### config.mk
export PLATFORM = sky130hd
export DESIGN_NAME = log18
export DESIGN_NICKNAME = d
export VERILOG_FILES = /design/src/rtl/log18.sv
export SDC_FILE = /design/constraint.sdc
export NUM_CORES = 1
export LEC_CHECK = 0
export BUFFER_PORTS_ARGS = -buffer_cell sky130_fd_sc_hd__buf_2
export CAP_MARGIN = 20
export CELL_PAD_IN_SITES_DETAIL_PLACEMENT = 1
export CELL_PAD_IN_SITES_GLOBAL_PLACEMENT = 1
export CORE_ASPECT_RATIO = 0.8
export CORE_UTILIZATION = 46
export CTS_CLUSTER_DIAMETER = 40
export CTS_CLUSTER_SIZE = 8
export DETAILED_ROUTE_END_ITERATION = 6
export PLACE_DENSITY = 0.84
export REMOVE_ABC_BUFFERS = 1
export SLEW_MARGIN = 0
export SYNTH_ARGS = -nofsm -noshare
export SYNTH_HDL_FRONTEND = slang
export SYNTH_SLANG_ARGS = --single-unit
### constraint.sdc
create_clock -name clk -period 4.81 [get_ports clk]
set_clock_uncertainty 0.1 [all_clocks]
set_input_delay 0.962 -clock clk [delete_from_list [all_inputs] [get_ports clk]]
set_output_delay 0.962 -clock clk [all_outputs]
set_load 0.01 [all_outputs]
### src/rtl/log18.sv
// log18: three-stage pipelined linear-to-log2 converter (Mitchell approximation).
// Maps a (1,18) unsigned magnitude to a Q6.12 signed log2 under a single global stall.
module log18 (
    input  logic        clk,
    input  logic        rst,
    input  logic        in_valid,
    output logic        in_ready,
    input  logic [18:0] in_data,
    output logic        out_valid,
    input  logic        out_ready,
    output logic [17:0] out_data
);

    localparam logic [17:0] ZERO_CODE = 18'h20000;

    logic        advance;

    logic        s1_valid;
    logic [18:0] s1_data;
    logic        s1_zero;

    logic        s2_valid;
    logic [18:0] s2_data;
    logic        s2_zero;
    logic [4:0]  s2_pos;

    logic        s3_valid;
    logic [17:0] s3_data;

    logic [4:0]  lead_pos;
    logic [4:0]  shamt;
    logic [18:0] norm;
    logic [5:0]  exponent;
    logic [17:0] packed_result;

    // The whole pipeline moves as one; a full S3 with no taker freezes everything.
    assign advance   = !s3_valid || out_ready;
    assign in_ready  = advance;
    assign out_valid = s3_valid;
    assign out_data  = s3_data;

    // Leading-one detector: the highest set bit wins because it is visited last.
    always_comb begin
        // NOTE: every always_comb output gets a default first so no latch is inferred.
        lead_pos = '0;
        for (int i = 0; i < 19; i++) begin
            if (s1_data[i]) begin
                lead_pos = 5'(i);
            end
        end
    end

    // Normalize so the leading one lands on bit 18; the 12 bits below it are the fraction.
    always_comb begin
        shamt         = 5'd18 - s2_pos;
        norm          = s2_data << shamt;
        exponent      = {1'b0, s2_pos} - 6'd18;
        packed_result = s2_zero ? ZERO_CODE : {exponent, norm[17:6]};
    end

    always_ff @(posedge clk) begin
        // NOTE: data registers are reset too, so nothing stale is ever visible after rst.
        if (rst) begin
            s1_valid <= 1'b0;
            s1_data  <= '0;
            s1_zero  <= 1'b0;
            s2_valid <= 1'b0;
            s2_data  <= '0;
            s2_zero  <= 1'b0;
            s2_pos   <= '0;
            s3_valid <= 1'b0;
            s3_data  <= '0;
        end else if (advance) begin
            // NOTE: non-blocking assignments let every stage read its predecessor's old value.
            s1_valid <= in_valid;
            s1_data  <= in_data;
            s1_zero  <= (in_data == '0);
            s2_valid <= s1_valid;
            s2_data  <= s1_data;
            s2_zero  <= s1_zero;
            s2_pos   <= lead_pos;
            s3_valid <= s2_valid;
            s3_data  <= packed_result;
        end
    end

endmodule

* Word level (Yosys, flattened, before mapping)
Cells that the tools add are included.
** Cells by class
- $add $sub $neg :: 2
- $mul :: 0
- Div/mod/pow operators :: 0
- $lt $le $gt $ge :: 0
- Eq/ne operators :: 0
- Shift operators :: 1
- Muxes and demuxes :: 19
- Bitwise operators :: 0
- Reductions and logical operators :: 3
** Operators by type and width (number)
- two-way mux 5 bit :: 17
- zero test 19 bit :: 1
- left shift 19 x 5 -> 18 bit :: 1
- two-way mux 18 bit :: 1
- subtractor 5 x 5 -> 6 bit (second input constant) :: 1
- subtractor 5 bit (first input constant) :: 1
- zero test 1 bit :: 1
- logical OR 1 bit :: 1
- two-way mux 1 bit :: 1
** Storage, ports and cells
- Flip-flop bits (word level) :: 66
- Latch bits :: 0
- RAM bits :: 0
- Bits in read-only memories :: 0
- Bits of input ports :: 23
- Logic and storage cells :: 34
- Memories kept :: 0

* Logic depth before layout (Yosys ltp)
Gate-level depths: netlist of run 1.
- Word-level depth :: 18
- Gate-level depth with buffers :: 9
- Gate-level depth less buffers :: 7

* Worst setup path before layout of run 1
OpenSTA, ideal clock, no wires.
- Path kind :: in2out
- Start :: input out_ready
- End :: output in_ready
- Data arrival time :: 1.776 ns
- Data required time :: 3.748 ns
- Setup slack :: 1.972 ns
- Stages on the path :: 5
- Path through :: nor2b_1 > clkbuf_1 > inv_1 > clkbuf_1 > clkbuf_1
** Between the ends
- Longest elaborated chain between the ends :: 1
** RTL lines
- start, declared :: RTL line 10 : input logic out_ready,
- logical OR 1 bit :: RTL line 37 : assign advance = !s3_valid || out_ready;
- end, declared :: RTL line 7 : output logic in_ready,
No other way between the ends.

* Worst setup path after layout of run 1
- Start :: register s2_pos[0]
- End :: register s3_data[6] (netlist: out_data[6])
** Between the ends
- Longest elaborated chain between the ends :: 3
** RTL lines
- start, declared :: RTL line 25 : logic [4:0] s2_pos;
- start signal, assigned :: RTL line 81 : s2_pos <= lead_pos;
- subtractor 5 bit :: RTL line 55 : shamt = 5'd18 - s2_pos;
- left shift 19 x 5 -> 18 bit :: RTL line 56 : norm = s2_data << shamt;
- two-way mux 18 bit :: RTL line 58 : packed_result = s2_zero ? ZERO_CODE : {exponent, norm[17:6]};
- end signal, assigned :: RTL line 83 : s3_data <= packed_result;
- end, declared :: RTL line 28 : logic [17:0] s3_data;
No other way between the ends.
A chain may end at the register's enable or synchronous reset.

==> results of run 1 <==
[final timing paths]
path | from | end | slack [ps] | cells after the start
worst max-delay path | s2_pos[0] | out_data[6] | 1530 | 5
worst min-delay path | s1_valid | s1_valid | 360 | 2
worst max register to register | s2_pos[0] | out_data[6] | 1530 | 5
worst min register to register | s1_valid | s1_valid | 360 | 2
[cells by family (layout without fill, tap and decap cells)]
family,count (synthesis),after routing,synth area share [%]
AOI/OAI and AO/OA,104,104,19.36
xor gates and xnor gates,6,6,2.216
adders and majority gates,4,4,1.555
buffers and inverters,36,68,5.015
DFF,65,65,40.44
muxes,21,21,9.098
and+or+nand+nor,169,169,22.32
[cells in the mapped netlist, types with 2 or more instances]
cell and n:
sky130_fd_sc_hd__clkbuf_1 18, sky130_fd_sc_hd__mux2_1 3, sky130_fd_sc_hd__nor2b_1 9, sky130_fd_sc_hd__buf_2 6, sky130_fd_sc_hd__and3_1 2, sky130_fd_sc_hd__xnor2_1 4
sky130_fd_sc_hd__mux2i_1 12, sky130_fd_sc_hd__a22oi_1 8, sky130_fd_sc_hd__nor2_1 26, sky130_fd_sc_hd__mux4_2 5, sky130_fd_sc_hd__o21ai_0 9, sky130_fd_sc_hd__nor3_1 12
sky130_fd_sc_hd__inv_1 6, sky130_fd_sc_hd__o22a_1 2, sky130_fd_sc_hd__a32o_1 2, sky130_fd_sc_hd__a22o_1 3, sky130_fd_sc_hd__nand2_1 105, sky130_fd_sc_hd__dfxtp_1 65
sky130_fd_sc_hd__nor4_1 9, sky130_fd_sc_hd__buf_1 2, sky130_fd_sc_hd__o31ai_1 3, sky130_fd_sc_hd__ha_1 4, sky130_fd_sc_hd__a21oi_1 61, sky130_fd_sc_hd__a211oi_1 6
sky130_fd_sc_hd__buf_6 2, sky130_fd_sc_hd__o21ai_1 2, sky130_fd_sc_hd__nand3_1 2
[cell type report]
cell class                      count  area [sq um]  share of cell area [%]
Clock buffer                       12         145.1                   3.977
Clock inverter                      4         76.32                   2.091
Inverter                            7         26.28                  0.7199
Multi-Input combinational cell    304          1763                   48.30
Sequential cell                    65          1301                   35.65
Tap cell                           84         105.1                   2.880
Timing Repair Buffer               45         232.7                   6.376
[tightest hold or removal path: stages (launching register included)]
cell and delay [ps]:
sky130_fd_sc_hd__dfxtp_1 310, sky130_fd_sc_hd__nand2_1 50, sky130_fd_sc_hd__a21oi_1 50
[stage by stage]
stage / area (sq um) / std cells
after detailed placement: 3428 / 505
final: 3650 / 521
after global routing: 3650 / 521
after global placement: 3428 / 505
after CTS: 3650 / 521
after floorplan: 3083 / 376
[sequential cells by signal, indices dropped and copies added (netlist names), 5 cells and up]
| signal | cells |
|---|---|
| out_data | 18 |
| s2_data | 18 |
| s2_pos | 5 |
| s1_data | 19 |
[where the power goes]
group	switching [W]	internal [W]	leakage, nW	total (W)
clock	0.000215	0.000307	0.107	0.000522
combinational	0.000154	0.000110	0.835	0.000265
sequential	0.0000410	0.000574	0.536	0.000615
total	0.000410	0.000991	1.48	0.00140
[layer usage]
layer,vias up,part of all wire (%)
li1,1466,-
met1,1474,45
met2,94,48
met3,16,5.3
met4,0,2.0
met5,-,0
==> out/summary.txt, run 1 <==
Global placer's final weighted congestion -> 0.8487
Global routing's busiest layer -> met2
Most frequent cells in the layout -> 105 x sky130_fd_sc_hd__nand2_1, 65 x sky130_fd_sc_hd__dfxtp_1, 61 x sky130_fd_sc_hd__a21oi_1
CP max-delay cell -> sky130_fd_sc_hd__dfxtp_1
Post-CTS setup repair buffer count -> 0
Antenna violations before repair -> 0
Number of filler instances in the final layout -> 826
Clock Sinks -> 65
Global route total overflow -> 0
Effective utilization at floorplan -> 48.97%
Critical Path, Cell by Cell -> ha_1 > mux4_1 > mux2i_1 > nand2_1 > a32o_1
Area of the die -> 7337 sq um
Number of standard cells after synthesis -> 405
Source-to-sink clock delay at the later pin of the worst-skew pair -> 360 ps
Net count, final -> 459
Clock transition at the registers of the reported paths -> 70 ps
Worst voltage drop across the vdd grid -> 0.1756 mV
DP Wirelength -> 6036 um
Total power of the final layout -> 0.001401 W
Setup repair after global routing missed its margin -> no
M3 GR Usage -> 7.341%
Path class of the lowest-slack min-delay path -> reg -> reg
Final worst slack -> 1530 ps
Post-synthesis sequential area ratio -> 40.44%
Critical path startpoint category -> register
Accumulated negative setup slack -> 0 ps
Count of buffers inserted at the top-level ports -> 42
Gr usage total -> 25.88%
Setup WS pre-CTS -> 1624 ps
Cell accounting for the most synthesized area -> sky130_fd_sc_hd__dfxtp_1
Tmin final -> 3280 ps
H-tree depth -> 3
Number of synthesized flops with an enable pin -> 0
Worst hold slack after final layout -> 356.1 ps
CTS Buf Count -> 9
Worst-margin pin slew -> 1059 ps
Most frequent standard cell in the layout excluding fill and tap cells -> sky130_fd_sc_hd__nand2_1
DIE HEIGHT -> 76.81 um
Max frequency -> 304.9 MHz
Share of Yosys cell area claimed by the top area cell type -> 40.44%
Met2 routing resource usage after global routing -> 42.14%
Result of the run -> completed
Final core utilization -> 55.54%
Count of pins over their slew limit -> 0
Number of failing setup endpoints in the final timing report -> 0
Number of resized instances in the post-cts repair step -> 0
I/O pin count -> 43
Largest fanout of any net on the critical path -> 25
Path type of the worst setup path -> reg -> reg
Area added between synthesis and finish -> 13.41%
Worst path buffer plus inverter count -> 0
DRT antenna net count -> 0
Top post-synthesis cells by area -> sky130_fd_sc_hd__dfxtp_1 40%, sky130_fd_sc_hd__nand2_1 12%, sky130_fd_sc_hd__a21oi_1 9.5%
First-pass GRT wire length -> 14,560 um
Pin count of the biggest net entering global routing -> 69
YS warnings -> 0
Syn Std Cell Area -> 3218 sq um
Clock tree from TritonCTS -> built
Number of max-cap violations -> 0
Maximum single-stage delay on the critical path -> 870 ps
Arrival time at the worst endpoint -> 3410 ps
Total routed wirelength -> 8896 um
Number of buffers on the longest clock path -> 2
Cell class contributing the biggest share of worst-path delay -> multiplexers
Routed wire length per instance -> 17.07 um
Per-instance average area after synthesis -> 7.946 sq um
Root buffer cell -> sky130_fd_sc_hd__clkbuf_8
Routed via count divided by cell count -> 5.854
Met1 routing resource usage after global routing -> 32.53%
Core Area -> 6571 sq um
Req. time, crit path -> 4940 ps
Drc violations -> 0
Via Count -> 3,050
N_diodes -> 0
Power density over the cells -> 384.0 nW/um^2
Share of cells above drive strength 1 -> 15.56%
Async set-or-reset flop fraction in the synthesized netlist -> 0%
Static leakage -> 1.477 nW
Period Utilization, post-route -> 68.20%
Worst max-slew margin expressed relative to the limit -> 29.15%
Hold Vio Cnt, Final -> 0
Kind of end point of the critical path -> register
1st-pass router iterations -> 4
Unique cell type count in the Yosys netlist -> 44
Number of global-route vias before repair -> 2,970
Top FF cell, synth -> sky130_fd_sc_hd__dfxtp_1
Rows -> 26
Hold-fix buffer count after cts -> 0
Initial DRC Count -> 147
Number of flip-flops and latches in the synthesized netlist -> 65
Horizontal extent of the die -> 95.52 um
Note: power is estimated with default switching activity, not from simulation.
==> run 2, diff against run 1 <==
--- a/config.mk
+++ b/config.mk
@@ -10,11 +10,11 @@
 export CELL_PAD_IN_SITES_DETAIL_PLACEMENT = 1
 export CELL_PAD_IN_SITES_GLOBAL_PLACEMENT = 1
 export CORE_ASPECT_RATIO = 0.8
-export CORE_UTILIZATION = 46
+export CORE_UTILIZATION = 42
 export CTS_CLUSTER_DIAMETER = 40
 export CTS_CLUSTER_SIZE = 8
 export DETAILED_ROUTE_END_ITERATION = 6
-export PLACE_DENSITY = 0.84
+export PLACE_DENSITY = 0.78
 export REMOVE_ABC_BUFFERS = 1
 export SLEW_MARGIN = 0
 export SYNTH_ARGS = -nofsm -noshare
==> constraint.sdc (replaced) <==
create_clock -name clk -period 3.1 [get_ports clk]
set_clock_uncertainty 0.1 [all_clocks]
set_input_delay 0.62 -clock clk [delete_from_list [all_inputs] [get_ports clk]]
set_output_delay 0.62 -clock clk [all_outputs]
set_load 0.01 [all_outputs]
==> out/summary.txt, run 2 (synthesis gave the netlist of run 1 again) <==
Post-CTS setup repair buffer count -> 0 (unchanged)
Clock tree from TritonCTS -> built
Area added between synthesis and finish -> 15.75%
Net count, final -> 463 (+0.87%)
Source-to-sink clock delay at the later pin of the worst-skew pair -> 350 ps (about the same)
Count of pins over their slew limit -> 0 (unchanged)
Area after DPL -> 3497 sq um (+2.0%)
Reg with most FFs -> s1_data
Via Count -> 2,958 (-3.0%)
Total routed wirelength -> 8569 um (-3.7%)
Result of the run -> complete, but fails checks
Drc violations -> 1 (+1)
Routed via count divided by cell count -> 5.418 (-7.5%)
Most frequent cells in the layout -> 105 x sky130_fd_sc_hd__nand2_1, 65 x sky130_fd_sc_hd__dfxtp_1, 61 x sky130_fd_sc_hd__a21oi_1
Path class of the lowest-slack min-delay path -> reg -> reg
Number of buffers on the longest clock path -> 2 (unchanged)
Effective utilization at floorplan -> 43.53% (-5.4 points)
Max frequency -> 407.3 MHz (+34%)
Worst-case reg-to-reg path depth -> 8 (+3)
Fraction of power consumed by the clock network -> 37.7% (+0.4 points)
Initial DRC Count -> 81 (-45%)
Hold Vio Cnt, Final -> 0 (unchanged)
Worst-margin pin slew -> 766.1 ps (-293.1 ps)
Hold-fix buffer count after cts -> 0 (unchanged)
Combined flip-flop and latch cell area -> 1301 sq um (unchanged)
Period Utilization, post-route -> 79.20% (+11 points)
Static leakage -> 1.506 nW (+2.0%)
Number of global-route vias before repair -> 2,865 (-3.5%)
First-pass GRT wire length -> 14,230 um (-2.2%)
Clock Sinks -> 65 (unchanged)
Number of cells in the finished layout apart from fillers -> 546 (+4.8%)
Post-route standard cell area excluding fillers -> 3725 sq um (+2.1%)
Kind of end point of the critical path -> register
Failing checks -> design-rule violations
Origin of the worst setup path -> s2_pos[1]
Global route total overflow -> 0 (unchanged)
Largest fanout of any net on the critical path -> 21 (-16%)
Fraction of power consumed by combinational cells -> 19.1% (+0.2 points)
Area of the die -> 8018 sq um (+9.3%)
Power density over the cells -> 586.4 nW/um^2 (+53%)
DIE HEIGHT -> 80.29 um (+4.5%)
R2R Path End -> out_data[6]
Cell Int Power -> 0.001544 W (+56%)
Arrival time at the worst endpoint -> 2600 ps (-810 ps)
Reg2reg setup slack -> 640 ps (-880 ps)
Largest register FFs -> 19 (unchanged)
Horizontal extent of the die -> 99.87 um (+4.6%)
Number of filler instances in the final layout -> 943 (+14%)
Net switching component of the power -> 0.0006399 W (+56%)
Gr usage total -> 23.03% (-2.9 points)
Core Area -> 7392 sq um (+12%)
Path type of the worst setup path -> reg -> reg
Accumulated negative setup slack -> 0 ps (unchanged)
Most frequent standard cell in the layout excluding fill and tap cells -> sky130_fd_sc_hd__nand2_1
Clock transition at the registers of the reported paths -> 80 ps (about the same)
DRT antenna net count -> 0 (unchanged)
Pin count of the biggest net entering global routing -> 47 (-32%)
Worst max-slew margin expressed relative to the limit -> 48.56% (+19 points)
End point of the critical path -> out_data[6]
N_diodes -> 0 (unchanged)
Reg2reg start -> s2_pos[1]
Req. time, crit path -> 3240 ps (-1700 ps)
Number of max-cap violations -> 0 (unchanged)
Antenna violations before repair -> 0 (unchanged)
Count of buffers inserted at the top-level ports -> 42 (unchanged)
Switching power share of the total -> 29.30% (about the same)
Number of failing setup endpoints in the final timing report -> 0 (unchanged)
CTS Buf Count -> 9 (unchanged)
Critical path startpoint category -> register
Setup repair after global routing missed its margin -> no
Placed Cells incl. Taps -> 530 (+5.0%)
Tmin final -> 2455 ps (-825.0 ps)
Total power of the final layout -> 0.002184 W (+56%)
Area taken by multi-input logic gates -> 1763 sq um (unchanged)
1st-pass router iterations -> 6 (+2)
Routed wire length per instance -> 15.69 um (-8.1%)
Root buffer cell -> sky130_fd_sc_hd__clkbuf_8
Share of cells above drive strength 1 -> 16.78% (+1.2 points)
Number of resized instances in the post-cts repair step -> 0 (unchanged)
I/O pin count -> 43 (unchanged)
DP Wirelength -> 6031 um (about the same)
Register share of total power -> 43.2% (-0.7 points)
Worst voltage drop across the vdd grid -> 0.2469 mV (+41%)
Rows -> 28 (+7.7%)
Global placer's final weighted congestion -> 0.8641 (+1.8%)
H-tree depth -> 3 (unchanged)
==> run 2: changes by cell type in the layout (fill, tap and decap cells not counted) <==
cell	before	now
sky130_fd_sc_hd__buf_4	3	6
sky130_fd_sc_hd__clkinv_2	0	1
sky130_fd_sc_hd__buf_12	0	1
sky130_fd_sc_hd__clkbuf_1	2	0
sky130_fd_sc_hd__inv_6	0	1
==> run 2: layout make-up <==
cell class,count,share of cell area (%)
Multi-Input combinational cell,304,47.33
Timing Repair Buffer,49,7.390
Sequential cell,65,34.93
Tap cell,105,3.527
Clock inverter,6,2.419
Clock buffer,10,3.695
Inverter,7,0.7054
==> run 2: how the worst min path moves through the flow <==
stage	startpoint	endpoint	slack [ps]	cells after the start
floorplan	s2_data[17]	s2_data[17]	320	2
global placement	out_data[8]	out_data[8]	340	2
detailed placement	s2_valid	s2_valid	350	2
CTS	s2_valid	s2_valid	360	2
global route	out_data[8]	out_data[8]	370	2
finish	s2_valid	s2_valid	360	2
==> run 2: per-layer routing <==
layer  share of wire (%)  up-vias  global-route usage [%]
li1                    -     1478                       -
met1                  48     1400                   29.75
met2                  47       62                   37.31
met3                 3.5       18                   5.222
met4                 1.8        0                   9.118
met5                   0        -                       0
==> run 2: power by group through the flow <==
stage          Sequential, W  Combinational, W  Clock, W
6_report            0.000943          0.000417  0.000824
5_1_grt             0.000952          0.000463  0.000876
4_1_cts             0.000943          0.000419  0.000839
2_1_floorplan       0.000963          0.000274         0
3_5_place_dp        0.000962          0.000415         0
3_3_place_gp        0.000958          0.000403         0
==> run 2: worst max-delay path: stages (launching register included) <==
cell                      delay [ps]
sky130_fd_sc_hd__dfxtp_1         380
sky130_fd_sc_hd__ha_1            460
sky130_fd_sc_hd__buf_4           320
sky130_fd_sc_hd__mux2_1          370
sky130_fd_sc_hd__nor2_1          100
sky130_fd_sc_hd__a21oi_1          70
sky130_fd_sc_hd__mux2i_1         200
sky130_fd_sc_hd__nand2_1          80
sky130_fd_sc_hd__a32o_1          270
==> run 2: stage by stage <==
stage / util [%] / setup WS, ps / hold WS, ps
after global placement: 47.31 / 712.8 / 339.4
after floorplan: - / -2014 / 322.8
final: 50.39 / 644.8 / 355.4
after global routing: 50.39 / 391.3 / 373.2
after CTS: 50.39 / 636.3 / 356.1
after detailed placement: 47.31 / 661.3 / 345.8
